## src/rtl/bg_frame_controller.sv

```systemverilog
// -----------------------------------------------------------------------------
// bg_frame_controller
//
// Sequences one tile of pixels through the pixel processing element (PE):
// latches the host tile, runs the PE sum pass, turns the per-channel sums into
// the expected background colour, runs the background-removal pass and hands
// the processed tile back to the host. A per-pass watchdog turns a PE that
// never reports done into an ERROR state the host can clear.
//
// Ports
//   Clk, Reset                          clock (rising edge), async active-high reset
//   Start, Host_Ack                     host request / acknowledge of Done or Err
//   red_in, green_in, blue_in           host tile, pixel k in bits [8k+7:8k]
//   threshold, desired_bg_r/g/b         pass-through PE configuration
//   pe_red_in, pe_green_in, pe_blue_in  latched tile driven to the PE
//   pe_start_sum, pe_start_bg, pe_ack   PE control pulses
//   pe_sum_done, pe_bg_done             PE pass-complete levels
//   pe_red_sum, pe_green_sum, pe_blue_sum  PE per-channel sums
//   pe_red_out, pe_green_out, pe_blue_out  PE result tile
//   red_exp, green_exp, blue_exp        expected background colour for the PE
//   red_out, green_out, blue_out        result tile to the host
//   Busy, Done, Err                     host status
//
// PE handshake: a start pulse is high for exactly one cycle (SUM_REQ or
// BG_REQ). The matching done level is only honoured while waiting for that
// pass (SUM_WAIT / BG_WAIT); anywhere else it is ignored. The controller
// answers every accepted done with a one-cycle pe_ack (AVG, CAPTURE), and
// holds pe_ack high in ERROR to return the PE to idle. Starts and acks come
// from distinct states, so they can never coincide.
// -----------------------------------------------------------------------------
module bg_frame_controller #(
  parameter int LOG2_PIXELS = 2,
  parameter int SUM_W       = 16,
  parameter int TIMEOUT     = 255
) (
  input  logic                           Clk,
  input  logic                           Reset,
  input  logic                           Start,
  input  logic                           Host_Ack,
  input  logic [(8<<LOG2_PIXELS)-1:0]    red_in,
  input  logic [(8<<LOG2_PIXELS)-1:0]    green_in,
  input  logic [(8<<LOG2_PIXELS)-1:0]    blue_in,
  input  logic [7:0]                     threshold,
  input  logic [7:0]                     desired_bg_r,
  input  logic [7:0]                     desired_bg_g,
  input  logic [7:0]                     desired_bg_b,
  output logic [(8<<LOG2_PIXELS)-1:0]    pe_red_in,
  output logic [(8<<LOG2_PIXELS)-1:0]    pe_green_in,
  output logic [(8<<LOG2_PIXELS)-1:0]    pe_blue_in,
  output logic                           pe_start_sum,
  output logic                           pe_start_bg,
  output logic                           pe_ack,
  input  logic                           pe_sum_done,
  input  logic                           pe_bg_done,
  input  logic [SUM_W-1:0]               pe_red_sum,
  input  logic [SUM_W-1:0]               pe_green_sum,
  input  logic [SUM_W-1:0]               pe_blue_sum,
  input  logic [(8<<LOG2_PIXELS)-1:0]    pe_red_out,
  input  logic [(8<<LOG2_PIXELS)-1:0]    pe_green_out,
  input  logic [(8<<LOG2_PIXELS)-1:0]    pe_blue_out,
  output logic [7:0]                     red_exp,
  output logic [7:0]                     green_exp,
  output logic [7:0]                     blue_exp,
  output logic [(8<<LOG2_PIXELS)-1:0]    red_out,
  output logic [(8<<LOG2_PIXELS)-1:0]    green_out,
  output logic [(8<<LOG2_PIXELS)-1:0]    blue_out,
  output logic                           Busy,
  output logic                           Done,
  output logic                           Err
);

  localparam int WD_W = (TIMEOUT > 0) ? $clog2(TIMEOUT + 1) : 1;
  localparam logic [WD_W-1:0] WD_MAX = WD_W'(TIMEOUT);

  typedef enum logic [9:0] {
    IDLE     = 10'b00_0000_0001,
    LOAD     = 10'b00_0000_0010,
    SUM_REQ  = 10'b00_0000_0100,
    SUM_WAIT = 10'b00_0000_1000,
    AVG      = 10'b00_0001_0000,
    BG_REQ   = 10'b00_0010_0000,
    BG_WAIT  = 10'b00_0100_0000,
    CAPTURE  = 10'b00_1000_0000,
    DONE     = 10'b01_0000_0000,
    ERROR    = 10'b10_0000_0000
  } state_t;

  state_t            state_q, state_d;
  logic [WD_W-1:0]   wd_q;

  // The PE configuration only passes by this block; the sums are used through
  // an 8-bit window, so their remaining bits are collected here.
  logic unused_inputs;
  assign unused_inputs = ^{threshold, desired_bg_r, desired_bg_g, desired_bg_b,
                           pe_red_sum, pe_green_sum, pe_blue_sum};

  // Next state and the PE control pulses, all decoded from the current state.
  always_comb begin
    state_d      = state_q;
    pe_start_sum = 1'b0;
    pe_start_bg  = 1'b0;
    pe_ack       = 1'b0;
    case (state_q)
      IDLE:     if (Start) state_d = LOAD;
      LOAD:     state_d = SUM_REQ;
      SUM_REQ: begin
        pe_start_sum = 1'b1;
        state_d      = SUM_WAIT;
      end
      // Done is checked before the watchdog so a late done still succeeds.
      SUM_WAIT: begin
        if (pe_sum_done)         state_d = AVG;
        else if (wd_q == WD_MAX) state_d = ERROR;
      end
      AVG: begin
        pe_ack  = 1'b1;
        state_d = BG_REQ;
      end
      BG_REQ: begin
        pe_start_bg = 1'b1;
        state_d     = BG_WAIT;
      end
      BG_WAIT: begin
        if (pe_bg_done)          state_d = CAPTURE;
        else if (wd_q == WD_MAX) state_d = ERROR;
      end
      CAPTURE: begin
        pe_ack  = 1'b1;
        state_d = DONE;
      end
      DONE:     if (Host_Ack) state_d = IDLE;
      ERROR: begin
        pe_ack = 1'b1;
        if (Host_Ack) state_d = IDLE;
      end
      default:  state_d = IDLE;
    endcase
  end

  assign Busy = (state_q != IDLE);
  assign Done = (state_q == DONE);
  assign Err  = (state_q == ERROR);

  always_ff @(posedge Clk or posedge Reset) begin
    if (Reset) begin
      state_q     <= IDLE;
      wd_q        <= '0;
      pe_red_in   <= '0;
      pe_green_in <= '0;
      pe_blue_in  <= '0;
      red_exp     <= '0;
      green_exp   <= '0;
      blue_exp    <= '0;
      red_out     <= '0;
      green_out   <= '0;
      blue_out    <= '0;
    end else begin
      state_q <= state_d;

      if (state_q == IDLE && Start) begin
        pe_red_in   <= red_in;
        pe_green_in <= green_in;
        pe_blue_in  <= blue_in;
      end

      // Watchdog: cleared on each start pulse, counts idle wait cycles.
      if (state_q == SUM_REQ || state_q == BG_REQ) begin
        wd_q <= '0;
      end else if (((state_q == SUM_WAIT && !pe_sum_done) ||
                    (state_q == BG_WAIT && !pe_bg_done)) && wd_q != WD_MAX) begin
        wd_q <= wd_q + 1'b1;
      end

      // Average = sum >> LOG2_PIXELS truncated to 8 bits, i.e. the 8-bit
      // window starting at bit LOG2_PIXELS. The PE sum bound makes it exact.
      if (state_q == SUM_WAIT && pe_sum_done) begin
        red_exp   <= pe_red_sum[LOG2_PIXELS +: 8];
        green_exp <= pe_green_sum[LOG2_PIXELS +: 8];
        blue_exp  <= pe_blue_sum[LOG2_PIXELS +: 8];
      end

      if (state_q == CAPTURE) begin
        red_out   <= pe_red_out;
        green_out <= pe_green_out;
        blue_out  <= pe_blue_out;
      end
    end
  end

endmodule

```

## config.mk

```make
export PLATFORM = sky130hd
export DESIGN_NAME = bg_frame_controller
export DESIGN_NICKNAME = d
export VERILOG_FILES = /design/src/rtl/bg_frame_controller.sv
export SDC_FILE = /design/constraint.sdc
export NUM_CORES = 1
export LEC_CHECK = 0
export CAP_MARGIN = 20
export CELL_PAD_IN_SITES_DETAIL_PLACEMENT = 2
export CELL_PAD_IN_SITES_GLOBAL_PLACEMENT = 2
export CORE_ASPECT_RATIO = 1.2
export CORE_UTILIZATION = 22
export CTS_CLUSTER_DIAMETER = 50
export CTS_CLUSTER_SIZE = 25
export DETAILED_ROUTE_END_ITERATION = 8
export GPL_TIMING_DRIVEN = 0
export PLACE_DENSITY = 0.84
export SLEW_MARGIN = 10
export SYNTH_ARGS = -nofsm -noshare
export SYNTH_HDL_FRONTEND = slang
export SYNTH_SLANG_ARGS = --single-unit
```

## constraint.sdc

```tcl
create_clock -name Clk -period 8.15 [get_ports Clk]
set_clock_uncertainty 0.2 [all_clocks]
set_input_delay 1.63 -clock Clk [delete_from_list [all_inputs] [get_ports Clk]]
set_output_delay 1.63 -clock Clk [all_outputs]
set_load 0.005 [all_outputs]
```

**After elaboration in Yosys (flattened, before gate mapping)**

Index checks and enable logic that the tools add are counted.
W data, S select, Z words.

- Add/sub/neg operators: 1
- Equal/unequal tests: 15
- Multiplexer cells: 11
- Reductions and logical operators: 13

Operators with widths:

| kind | number |
|---|---|
| $pmux W10 S9 | 1 |
| $mux W10 | 5 |
| $mux W8 | 2 |
| $eq A10 B1 Y1 const B | 1 |
| $eq A10 B10 Y1 const B | 1 |
| $eq A10 B2 Y1 const B | 1 |
| $eq A10 B3 Y1 const B | 1 |
| $eq A10 B4 Y1 const B | 1 |
| $eq A10 B5 Y1 const B | 1 |
| $eq A10 B6 Y1 const B | 1 |
| $eq A10 B7 Y1 const B | 1 |
| $eq A10 B8 Y1 const B | 1 |
| $eq A10 B9 Y1 const B | 1 |
| $ne A10 B1 Y1 const B | 1 |
| $add A8 B1 Y8 const B | 1 |
| $eq A8 B8 Y1 const B | 1 |
| $ne A8 B8 Y1 const B | 1 |
| $logic_and A1 B1 Y1 | 5 |
| $mux W1 | 3 |
| $reduce_or A3 Y1 | 1 |
| $logic_not A1 Y1 | 2 |
| $logic_or A1 B1 Y1 | 2 |
| $ne A2 B1 Y1 const B | 1 |
| $ne A2 B2 Y1 const B | 1 |
| other kinds (3) | 3 |

- Register bits: 234
- Output and inout port bits: 222

**Longest topological paths before layout**

- Depth after elaboration: 6
- Depth in mapped cells: 7
- Mapped depth without buffers: 6

**Worst setup path before layout**

Ideal clock, no wire load.

- Path kind: reg-to-output
- From: reg state_q[1]
- To: out pe_ack
- Data arrival time: 1869 ps
- Path slack: 4451 ps
- Cell stages (with the launch flop): 7
- Buffers on the path: 2
- Cells stage by stage: dfrtp_1 -> or4_1 -> buf_2 -> nor4b_4 -> buf_2 -> nor2_1 -> nand2b_1

- Cells in the longest elaborated chain, start to end: 3
- Elaborated cells on any way between the ends: 5

RTL lines:

| what | line | RTL |
|---|---|---|
| start, declared | 88 | `state_t state_q, state_d;` |
| start signal, assigned | 158 | `state_q <= state_d;` |
| $eq A10 B10 Y1 (tied with other cells) | 103 | `case (state_q)` |
| $reduce_or A3 Y1 (no line) * | n/a |  |
| $mux W1 * | 103 |  |
| end, declared | 52 | `output logic pe_ack,` |

Mark *: on every way between the ends. The rest lies on a longest branch, timed or not.

**Worst setup path after layout**

Same ends and word-level chain as after synthesis.

==> impl_results.md <==
* DRC viols at 0
* Max Slew Vio Count at 0
* Sequential fraction of the synthesis area at 65.0%
* Status: completed
* # IOs at 500
* Max_slew headroom at 39.8%
* Hold Path Class: reg -> reg
* DRT Wirelength at 34700 µm
* FFs w/ async S/R, synth at 100%
* Starting density of the core at 22.5%
* Port Buffers at 443
* # Post-CTS Setup Buffers at 0
* Clock root buffer master: clkbuf_16
* Worst-Margin Slew at 0.903 ns
* Max-Cap Viols at 0
* CP bufs+invs at 3
* Leak Pwr at 6.71 nW
* Placer Congestion at 0.769
* Global Route Usage Sum at 16.7%
* Synth Net Count at 836
* Final core occ at 38.1%
* Largest net degree at the start of global routing at 36
* Tmin final at 5.31 ns
* Hold buffers post-CTS at 0
* Drt wl/cell at 21.7 µm
* Worst Path Arrival at 3.48 ns
* Hpwl dp at 26800 µm
* Clock slew at reported path FFs at 0.06 ns
* CP Launch Type: flop
* Crit share post-route at 65.2%
* CTS tree: yes
* CTS H-tree depth at 1
* VDD IR max at 0.185 mV
* Synthesized area at 9010 µm²
* CTS buffer count at 30
* Max incr delay on CP at 0.62 ns
* First-pass GRT wire length at 52700 µm
* P&R area growth vs syn at 69.4%
* Post-route ant nets at 0
* Top Family by Delay on Critical Path: simple AND/OR/NAND/NOR gates
* Cell chain of the critical path: or4_1 > buf_2 > nor4b_4 > buf_2 > nor2_1 > nand2b_1 > clkdlybuf4s50_1
* Syn. warnings at 0
* Fmax at 188 MHz
* Die ar. at 41800 µm²
* CTS resizes at 0
* Cell count after synthesis at 557
* Iter 0 DRT Violations at 160
* Fill count at 4065
* RSZ-0062 raised after global routing: no
* Setup TNS at 0 ns
* Die W at 187 µm
* Number of synthesized flops with an enable pin at 0
* Crit path capture type: output pin
* Worst path most repeated cell: buf_2
* Synth Flop Type: dfrtp_1
* Synth cell types at 42
* Initial antenna violation count at 5
* Synth Area per Inst at 16.2 µm²
* Final setup vio count at 0
* Overflow left after global routing at 0
* Via density per instance at 4.23
* Vias in the first global route at 8287
* 1st-pass router iterations at 4
* Most frequent cells in the layout: 443 x clkdlybuf4s50_1, 233 x dfrtp_1, 197 x mux2_2
* Area leader, netlist: dfrtp_1
* # rows at 80
* Slowest CP cell: nor4b_4
* Via count at 6769
* Final Hold Vio Count at 0
* CTS Sinks at 234
* Critical Path RT at 6.32 ns
* Die height at 224 µm
* Core area at 40000 µm²
* Nets@finish at 1318
* FF+latch count, synth at 234
* Layout cells sized above 1 at 26.6%
* Deepest clock path buffer count at 3
* Max FO, Critical Path at 10
* Pwr Density at 288 nW/µm²
* Yosys top cell area share at 64.7%
* Commonest non-fill, non-tap cell in the layout: clkdlybuf4s50_1
* Critical Setup Path Class: reg -> out
* Synth top area cells: dfrtp_1 65%, mux2_2 25%, mux2_1 2.4%
* Clock Latency Late Sink at 0.56 ns
-- state kept, by name (all words and copies together) (netlist names) --
register / flops
blue_out: 32
green_out: 32
pe_blue_in: 32
pe_green_in: 32
pe_red_in: 32
red_out: 32
state_q: 10
blue_exp: 8
green_exp: 8
red_exp: 8
wd_q: 8
-- cells in the mapped netlist (2+ instances only) --
library cell	instances
dfrtp_1	233
o211ai_1	3
nand2_1	4
nor3_1	2
mux2_2	197
buf_2	13
inv_1	7
nor3b_1	3
a21o_1	4
nand3_1	3
mux2_1	19
nor2_1	11
nor4_4	3
or4_1	5
nor4b_1	2
nand2b_1	4
nor4_1	4
buf_6	5
clkbuf_1	6
a21oi_1	2
and3_1	2
xor2_1	5
-- worst reg2reg max path, stage by stage (launching register included) --
cell     delay (ns)
dfrtp_1        0.43
or4_1          0.54
buf_2          0.20
nor4b_4        0.62
buf_2          0.40
buf_6          0.21
mux2_1         0.36
-- logic make-up (layout without fill, tap and decap cells) --
kind of cell    after synthesis  count (layout)  share of synthesized area, %
xor+xnor                      6               6                         0.583
compound gates               18              18                          1.47
simple gates                 50              50                          3.87
mux                         216             216                          27.0
fa+ha+maj                     1               1                         0.139
other cells                   0               5                             0
flops                       234             234                          65.0
buf+inv                      32             536                          1.97
-- stage by stage --
step                      power, mW  worst slack, ns  area [µm²]  cells  hold slack, ns
after floorplan                2.17             3.26        9020    557           0.243
after global placement         3.01             1.25       14100   1533           0.267
after detailed placement       3.10             3.36       14300   1540           0.279
after CTS                      4.48             2.72       15300   1594           0.293
after global routing           4.61             2.63       15300   1599           0.313
final                          4.40             2.84       15300   1599           0.289
-- metal layers --
layer | wire [µm] | global-route usage, %
met1 | 11400 | 16.1
met3 | 2020 | 3.99
met4 | 1460 | 8.09
met5 | 0 | 0
met2 | 19800 | 32.8
-- layout make-up --
| class | count | area [µm²] | area share [%] |
|---|---|---|---|
| flip-flops and latches | 234 | 5860 | 38.4 |
| repair buffers | 450 | 4570 | 30.0 |
| multi-input cells | 291 | 2980 | 19.5 |
| clock buffers | 38 | 842 | 5.51 |
| well taps | 533 | 667 | 4.37 |
| clock inverters | 16 | 156 | 1.02 |
| plain buffers | 25 | 151 | 0.991 |
| inverters | 7 | 30.0 | 0.197 |
| diodes | 5 | 12.5 | 0.0819 |
-- power by group --
| part | leakage (nW) | internal [mW] | switching, mW | total (mW) |
|---|---|---|---|---|
| Sequential | 3.04 | 1.46 | 0.174 | 1.64 |
| Clock | 0.494 | 0.796 | 0.536 | 1.33 |
| Combinational | 3.17 | 0.921 | 0.512 | 1.43 |
-- final timing paths --
| kind | cells after the start | from | to | slack [ns] |
|---|---|---|---|---|
| min reg2reg | 1 | red_out[1] | red_out[1] | 0.29 |
| max | 7 | state_q[1] | pe_ack | 2.84 |
| max in group asynchronous | 6 | Reset | pe_blue_in[21] | 5.10 |
| max reg2reg | 6 | state_q[1] | green_out[18] | 5.07 |
| min | 1 | red_out[1] | red_out[1] | 0.29 |
| min in group asynchronous | 2 | Reset | red_out[29] | 1.35 |
No activity file was read; power rests on OpenSTA's default activity.
